## src/rtl/buffer_pkg.sv

```systemverilog
`default_nettype none
// ============================================================================
//  Module      : buffer_pkg
//  Description : Shared constants and helpers for the buffer family:
//                default word width / depth, a clog2 helper and the
//                wrap-bit pointer width derivation.
//  Revision    : 1.0 - initial release
// ============================================================================
package buffer_pkg;

    localparam int C_WIDTH_DEF = 8;
    localparam int C_DEPTH_DEF = 4;

    // Ceiling log2; returns 0 for values <= 1.
    function automatic int clog2(input int value);
        int r;
        r = 0;
        for (int i = 0; i < 31; i++) begin
            if ((1 << i) < value) begin
                r = i + 1;
            end
        end
        return r;
    endfunction

    // Address bits plus one wrap bit, so full and empty are distinguishable.
    function automatic int ptr_width(input int depth);
        return clog2(depth) + 1;
    endfunction

endpackage
`default_nettype wire

```

## src/rtl/buffer_mem.sv

```systemverilog
`default_nettype none
// ============================================================================
//  Module      : buffer_mem
//  Description : DEPTH x WIDTH register array, synchronous write port and
//                asynchronous (combinational) read port. Not reset.
//  Revision    : 1.0 - initial release
// ============================================================================
module buffer_mem
    import buffer_pkg::*;
#(
    parameter int WIDTH = C_WIDTH_DEF,
    parameter int DEPTH = C_DEPTH_DEF,
    parameter int AW    = clog2(DEPTH)
) (
    input  logic             clk,
    input  logic             we,
    input  logic [AW-1:0]    waddr,
    input  logic [WIDTH-1:0] wdata,
    input  logic [AW-1:0]    raddr,
    output logic [WIDTH-1:0] rdata
);

    logic [WIDTH-1:0] r_mem [DEPTH];

    // Write the addressed entry when enabled; contents hold otherwise.
    always_ff @(posedge clk) begin
        if (we) begin
            r_mem[waddr] <= wdata;
        end
    end

    assign rdata = r_mem[raddr];

endmodule
`default_nettype wire

```

## src/rtl/buffer_fifo.sv

```systemverilog
`default_nettype none
// ============================================================================
//  Module      : buffer_fifo
//  Description : Registered valid/ready FIFO of WIDTH-bit words, DEPTH deep.
//                Wrap-bit pointers distinguish full from empty; a word
//                pushed at one edge is visible after that edge.
//                Optional macro BUFFER_FIFO_STATUS_EN adds full / empty /
//                almost_full outputs and zeroes out_data while empty.
//  Revision    : 1.0 - initial release
// ============================================================================
module buffer_fifo
    import buffer_pkg::*;
#(
    parameter int WIDTH       = C_WIDTH_DEF,
    parameter int DEPTH       = C_DEPTH_DEF,
    parameter int ALMOST_FULL = 3,
    parameter int PW          = ptr_width(DEPTH)
) (
    input  logic             clk,
    input  logic             rst,
    input  logic             in_valid,
    output logic             in_ready,
    input  logic [WIDTH-1:0] in_data,
    output logic             out_valid,
    input  logic             out_ready,
    output logic [WIDTH-1:0] out_data,
    output logic [PW-1:0]    count
`ifdef BUFFER_FIFO_STATUS_EN
    ,
    output logic             full,
    output logic             empty,
    output logic             almost_full
`endif
);

    localparam int            AW   = PW - 1;
    localparam logic [PW-1:0] C_AF = PW'(ALMOST_FULL);

    logic [PW-1:0]    r_wr_ptr;
    logic [PW-1:0]    r_rd_ptr;
    logic [PW-1:0]    r_count;
    logic             w_empty;
    logic             w_full;
    logic             w_push;
    logic             w_pop;
    logic [WIDTH-1:0] w_rdata;

    // Flags come only from registered pointers, never from the opposite port.
    assign w_empty = (r_wr_ptr == r_rd_ptr);
    assign w_full  = (r_wr_ptr[AW-1:0] == r_rd_ptr[AW-1:0]) &&
                     (r_wr_ptr[AW] != r_rd_ptr[AW]);

    // in_ready is also held low while reset is asserted.
    assign in_ready  = !w_full && !rst;
    assign out_valid = !w_empty;
    assign w_push    = in_valid && in_ready;
    assign w_pop     = out_valid && out_ready;
    assign count     = r_count;

    // Pointer advance; natural wrap modulo 2*DEPTH toggles the wrap bit.
    always_ff @(posedge clk or posedge rst) begin
        if (rst) begin
            r_wr_ptr <= '0;
            r_rd_ptr <= '0;
        end else begin
            if (w_push) begin
                r_wr_ptr <= r_wr_ptr + PW'(1);
            end
            if (w_pop) begin
                r_rd_ptr <= r_rd_ptr + PW'(1);
            end
        end
    end

    // Occupancy: +1 push only, -1 pop only, unchanged on both or neither.
    always_ff @(posedge clk or posedge rst) begin
        if (rst) begin
            r_count <= '0;
        end else begin
            case ({w_push, w_pop})
                2'b10:   r_count <= r_count + PW'(1);
                2'b01:   r_count <= r_count - PW'(1);
                default: r_count <= r_count;
            endcase
        end
    end

    buffer_mem #(
        .WIDTH (WIDTH),
        .DEPTH (DEPTH),
        .AW    (AW)
    ) u_mem (
        .clk   (clk),
        .we    (w_push),
        .waddr (r_wr_ptr[AW-1:0]),
        .wdata (in_data),
        .raddr (r_rd_ptr[AW-1:0]),
        .rdata (w_rdata)
    );

`ifdef BUFFER_FIFO_STATUS_EN
    assign full        = w_full;
    assign empty       = w_empty;
    assign almost_full = (r_count >= C_AF);
    // Deterministic zero on the data bus while nothing is buffered.
    assign out_data    = w_empty ? '0 : w_rdata;
`else
    logic w_unused_af;
    assign w_unused_af = (r_count >= C_AF);
    assign out_data    = w_rdata;
`endif

endmodule
`default_nettype wire
```

## config.mk

```make
export PLATFORM = sky130hd
export DESIGN_NAME = buffer_fifo
export DESIGN_NICKNAME = d
export VERILOG_FILES = /design/src/rtl/buffer_pkg.sv /design/src/rtl/buffer_mem.sv /design/src/rtl/buffer_fifo.sv
export SDC_FILE = /design/constraint.sdc
export NUM_CORES = 1
export LEC_CHECK = 0
export ABC_AREA = 1
export CORE_UTILIZATION = 36
export DETAILED_ROUTE_END_ITERATION = 16
export GPL_TIMING_DRIVEN = 0
export SETUP_SLACK_MARGIN = 0.3
export SLEW_MARGIN = 20
export SYNTH_ARGS = -nofsm -noshare
export SYNTH_HDL_FRONTEND = slang
export SYNTH_SLANG_ARGS = --single-unit
```

## constraint.sdc

```tcl
create_clock -name clk -period 2.2 [get_ports clk]
set_input_delay 0.66 -clock clk [delete_from_list [all_inputs] [get_ports clk]]
set_output_delay 0.66 -clock clk [all_outputs]
set_load 0.01 [all_outputs]
```

==> reports/metrics.cfg, run 1 <==
[power_and_ir_drop]
leakagePower_nw = 1.03
totalPowerFinal_mw = 3.45
vdd_ir_drop_max_mv = 0.517
p_per_area_nw_per_um2 = 1350

[setup_path]
worstPathRequired_ns = 1.54
cp_max_fo = 7
worstSetupEndpointType = output port
arrival_ns = 1.40
crit_type = reg -> out
reg2reg_depth = 11
r2r_slack_ns = 0.17
crit_path_start_kind = flop

[sta]
max_freq_mhz = 484
relSlewSlack = 0.756
fin_hold_ws_ns = 0.472
setup_tns_ns = 0
min_period_over_period = 0.939
setup_viol = 0
worstMarginPinSlew_ns = 0.365
slew_violations = 0
final-hold-violation-count = 0
finClkSkew_ns = 0.00983
fin_crit_ns = 2.06
setup_ws_ns = 0.135
rsz0062_at_grt = true

[global_route]
grt_usage = 0.172
antenna_found_initial = 0
grt_max_degree = 16
grt_pass1_wl_mm = 6.56
grt_overflow_total = 0
first_global_vias = 1310

[synthesis]
yosysWarningCount = 0
synth_ff_type = edfxtp_1
synth_area_leaders = edfxtp_1 53%, dfrtp_1 12%, o21ai_0 4.7%
synthCells = 149
netlist_area_um2 = 1820
synthDistinctLibCells = 22
ys_seq_elements = 41
synth_nets = 168
async_flop_share = 0.220
synth_area_leader_cell = edfxtp_1
synth_edf_count = 32
yosysSeqAreaShare = 0.652
synth_top_area_share = 0.528
synth.avg_cell_area_um2 = 12.2

[drt]
routed_via_density = 4.72
drc = 0
vias = 1298
ant_nets = 0
wl_per_cell_um = 15.5
drtIter0Drc = 63
drt_wl_total_mm = 4.27
first_pass_iters = 4

[worst_hold_path]
whs_path_depth = 1
hold_class = reg -> reg

[clock_tree]
clock_path_buffers = 2
cts_tree = yes
cts_inserted_buffers = 5
hold_buffers = 0
clkSinkCount = 41
clkLatencyLatePin_ns = 0.30
clk_pin_slew_worst_paths_ns = 0.08
cts_root_buf = clkbuf_8
htreeDepth = 2

[floorplanning]
die_h_um = 73.1
rows = 25
die_x_um = 73.1
start_util = 0.380
pin_count = 25
core_um2 = 4790
dieArea_um2 = 5350

[finish]
fin_area_um2 = 2560
drive_gt1_frac = 0.399
antenna_cells = 0
final_common_cell = edfxtp_1
mostFrequentLayoutCells = 32 x edfxtp_1, 21 x buf_4, 17 x nand2_1, 13 x o21ai_1, 10 x nor2_1
synthToLayoutAreaGrowth_pct = 40.7
nNetsFinal = 226

[place]
post-dp-hpwl_mm = 2.44
dp_slack_ns = -0.641
io_buffers = 24
gp_congestion = 0.768
place_area_um2 = 2160

[outcome]
status = complete, no violations

[run]
cap_violations = 0

==> path summary, 6_finish.rpt <==
check	start	to
max	r_rd_ptr[0]	out_data[3]
min	count[2]	count[2]
max reg2reg	r_rd_ptr[1]	count[2]
min reg2reg	count[2]	count[2]
max in group asynchronous	rst	r_wr_ptr[0]
min in group asynchronous	rst	count[2]
==> routing by layer <==
| metal | routed length [um] | vias to the layer above | track usage |
|---|---|---|---|
| li1 | - | 635 | - |
| met1 | 1910 | 634 | 0.207 |
| met2 | 2150 | 21 | 0.299 |
| met3 | 127 | 8 | 0.0456 |
| met4 | 75 | 0 | 0.0566 |
| met5 | 0 | - | 0 |
==> cells by family after synthesis <==
group / Yosys count / share of synthesized area
and+or+nand+nor: 53 / 0.146
AOI/OAI and AO/OA: 26 / 0.0770
DFF: 41 / 0.652
buffers and inverters: 17 / 0.0474
muxes: 1 / 0.00619
adders and majority gates: 7 / 0.0522
xor gates and xnor gates: 4 / 0.0192
==> worst max-delay path, stage by stage, from the launching register on <==
cell,delay (ns)
dfrtp_1,0.38
buf_6,0.16
inv_8,0.05
buf_4,0.13
o21ai_1,0.15
o22ai_2,0.08
buf_2,0.14
==> stage by stage <==
stage,util,instances
final,0.535,275
after global routing,0.535,275
after CTS,0.511,269
after detailed placement,0.452,240
after global placement,0.452,240
after floorplan,-,149
==> flip-flops by register name (all words and copies together) (netlist names) <==
name         count
r_wr_ptr         3
u_mem.r_mem     32
r_rd_ptr         3
count            3
==> repair_timing <==
action | CTS | global route
setup buffers | 21 | 5
gates cloned | 0 | 1
endpoints found under the setup margin | 46 | 29
pin swaps | 9 | 10
gates resized for setup | 79 | 22
==> power by group <==
part           internal (mW)  switching, mW  total (mW)
combinational          0.893          0.953        1.85
clock                  0.229          0.280       0.509
sequential             0.990         0.0991        1.09
==> cells in the mapped netlist, types with 3 or more instances <==
master,number
o21ai_0,17
inv_1,11
ha_1,6
edfxtp_1,32
nand4_1,3
o22ai_1,8
nand2_2,3
nand3_1,3
nand3_4,3
dfrtp_1,9
nand2_1,20
nor2_1,20
==> cell type report <==
| cell class | instances | area (um2) |
|---|---|---|
| multi-input combinational | 91 | 648 |
| clock inverter | 3 | 25.0 |
| fill | 409 | 2220 |
| tap | 67 | 83.8 |
| clock buffer | 5 | 68.8 |
| timing repair buffer | 51 | 437 |
| buffer | 4 | 48.8 |
| inverter | 13 | 62.6 |
| sequential | 41 | 1190 |
(Power assumes the default switching activity.)
==> run 2, diff against run 1 <==
Settings changed: PLACE_DENSITY set to 0.67.
==> run 2 against run 1 <==
Flip-flop and latch count stayed put. Clock-buffer cell count stayed put. Clock power decreased by 9.0%. Sequential share of layout area down 0.67 points. Sequential power barely moved. Routed wire length is 1.1% lower.
==> reports/metrics.cfg, run 2 (same netlist as run 1, synthesis figures left out) <==
[outcome]
status = complete, no violations

[drt]
first_pass_iters = 4
drc = 0
wl_per_cell_um = 15.5
ant_nets = 0
drt_wl_total_mm = 4.22
drtIter0Drc = 118
routed_via_density = 4.74
vias = 1289

[finish]
antenna_cells = 0
mostFrequentLayoutCells = 32 x edfxtp_1, 20 x buf_4, 17 x nand2_1
drive_gt1_frac = 0.444
synthToLayoutAreaGrowth_pct = 42.7
largest_reg_flops = 32
regMostFlops = u_mem.r_mem
fin_area_um2 = 2600
final_common_cell = edfxtp_1
n_fill_cell = 433
nNetsFinal = 224

[power_and_ir_drop]
totalPowerFinal_mw = 3.53
vdd_ir_drop_max_mv = 0.742
leakagePower_nw = 1.02
p_per_area_nw_per_um2 = 1360

[setup_path]
crit_family = buffers and inverters
worstPathBufferInverterCount = 4
crit_type = reg -> out
max_stage_delay_ns = 0.37
worstSetupEndpointType = output port
crit_path_start_kind = flop
worstPathRequired_ns = 1.54
crit_slowest_cell = dfrtp_1
cp_cell_sequence = buf_6 > clkinv_8 > buf_12 > o21ai_4 > o22ai_2 > buf_2
arrival_ns = 1.41
cp_max_fo = 7

[floorplanning]
rows = 25
die_h_um = 73.1
dieArea_um2 = 5350
die_x_um = 73.1
core_um2 = 4790
start_util = 0.380
pin_count = 25

[global_route]
grt_usage = 0.176
antenna_found_initial = 0
grt_overflow_total = 0
first_global_vias = 1323
grt_pass1_wl_mm = 6.75
grt_max_degree = 14

[place]
gp_congestion = 0.758
post-dp-hpwl_mm = 2.37
io_buffers = 24
place_area_um2 = 2160

[clock_tree]
clkSinkCount = 41
cts_tree = yes
htreeDepth = 2
cts_root_buf = clkbuf_8
clock_path_buffers = 2
clk_pin_slew_worst_paths_ns = 0.07
clkLatencyLatePin_ns = 0.29
cts_inserted_buffers = 5

[sta]
min_period_over_period = 0.941
final-hold-violation-count = 0
worstMarginPinSlew_ns = 0.797
setup_viol = 0
slew_violations = 0
relSlewSlack = 0.466
fin_crit_ns = 2.07
max_freq_mhz = 483
rsz0062_at_grt = true
finClkSkew_ns = 0.00647

[worst_hold_path]
hold_class = reg -> reg

[run]
cap_violations = 0

[run 2: cell types whose count changed in the layout (fill, tap and decap cells not counted), moves of 2 or more]
cell     delta
o21ai_1     -8
inv_2       +3
inv_1       -3
nor2_4      +2
o21ai_2     +6
[run 2: area by class of cell]
| type | count | area, um2 | share of cell area |
|---|---|---|---|
| buffer | 4 | 57.6 | 0.0221 |
| clock buffer | 5 | 68.8 | 0.0265 |
| clock inverter | 2 | 11.3 | 0.00433 |
| inverter | 13 | 67.6 | 0.0260 |
| multi-input combinational | 91 | 706 | 0.272 |
| sequential | 41 | 1190 | 0.457 |
| tap | 67 | 83.8 | 0.0323 |
| timing repair buffer | 49 | 417 | 0.160 |
[run 2: repair_timing]
action | CTS | global route
setup buffers | 21 | 3
endpoints found under the setup margin | 46 | 29
hold buffers | 0 | 0
resized for setup | 98 | 20
cloned | 1 | 0
pin swaps | 15 | 1
[run 2: worst paths after layout]
| check | to | start | slack (ns) | depth (start not counted) |
|---|---|---|---|---|
| min | count[2] | count[2] | 0.48 | 1 |
| max | out_data[2] | r_rd_ptr[0] | 0.13 | 6 |
| min in group asynchronous | r_wr_ptr[1] | rst | 0.53 | 3 |
| max reg2reg | count[2] | r_rd_ptr[0] | 0.18 | 12 |
| min reg2reg | count[2] | count[2] | 0.48 | 1 |
| max in group asynchronous | r_rd_ptr[1] | rst | 1.52 | 3 |
[run 2: metrics by stage]
stage / utilization / setup slack (ns) / hold WS (ns) / std cells / TNS, ns
finish: 0.543 / 0.130 / 0.477 / 272 / 0
CTS: 0.526 / 0.142 / 0.483 / 269 / 0
global route: 0.543 / 0.0653 / 0.511 / 272 / 0
global placement: 0.452 / -0.639 / 0.463 / 240 / -13.57
floorplan: - / 0.217 / 0.476 / 149 / 0
detailed placement: 0.452 / -0.652 / 0.464 / 240 / -13.83
[run 2: layer usage]
metal  vias to the layer above  part of all wire  track usage
met5                         -                 0            0
met4                         0             0.015       0.0675
met1                       628              0.47        0.223
met2                        26              0.48        0.293
li1                        627                 -            -
met3                         8             0.036       0.0401
[run 2: power breakdown]
part           internal, mW  total, mW  switching, mW
registers             0.992       1.10          0.110
clock network         0.213      0.463          0.250
logic                 0.948       1.96           1.02
total                  2.15       3.53           1.38
[run 2: worst register-to-register path, cell delays in order, from the launching register on]
cell and delay, ns:
dfrtp_1 0.37, buf_6 0.16, clkinv_8 0.09, nand2_2 0.08, nand2_4 0.07, nand3_4 0.08
buf_6 0.11, nand3_4 0.07, ha_4 0.18, fa_2 0.36, a21oi_2 0.15, o21ai_2 0.07
xnor2_1 0.12
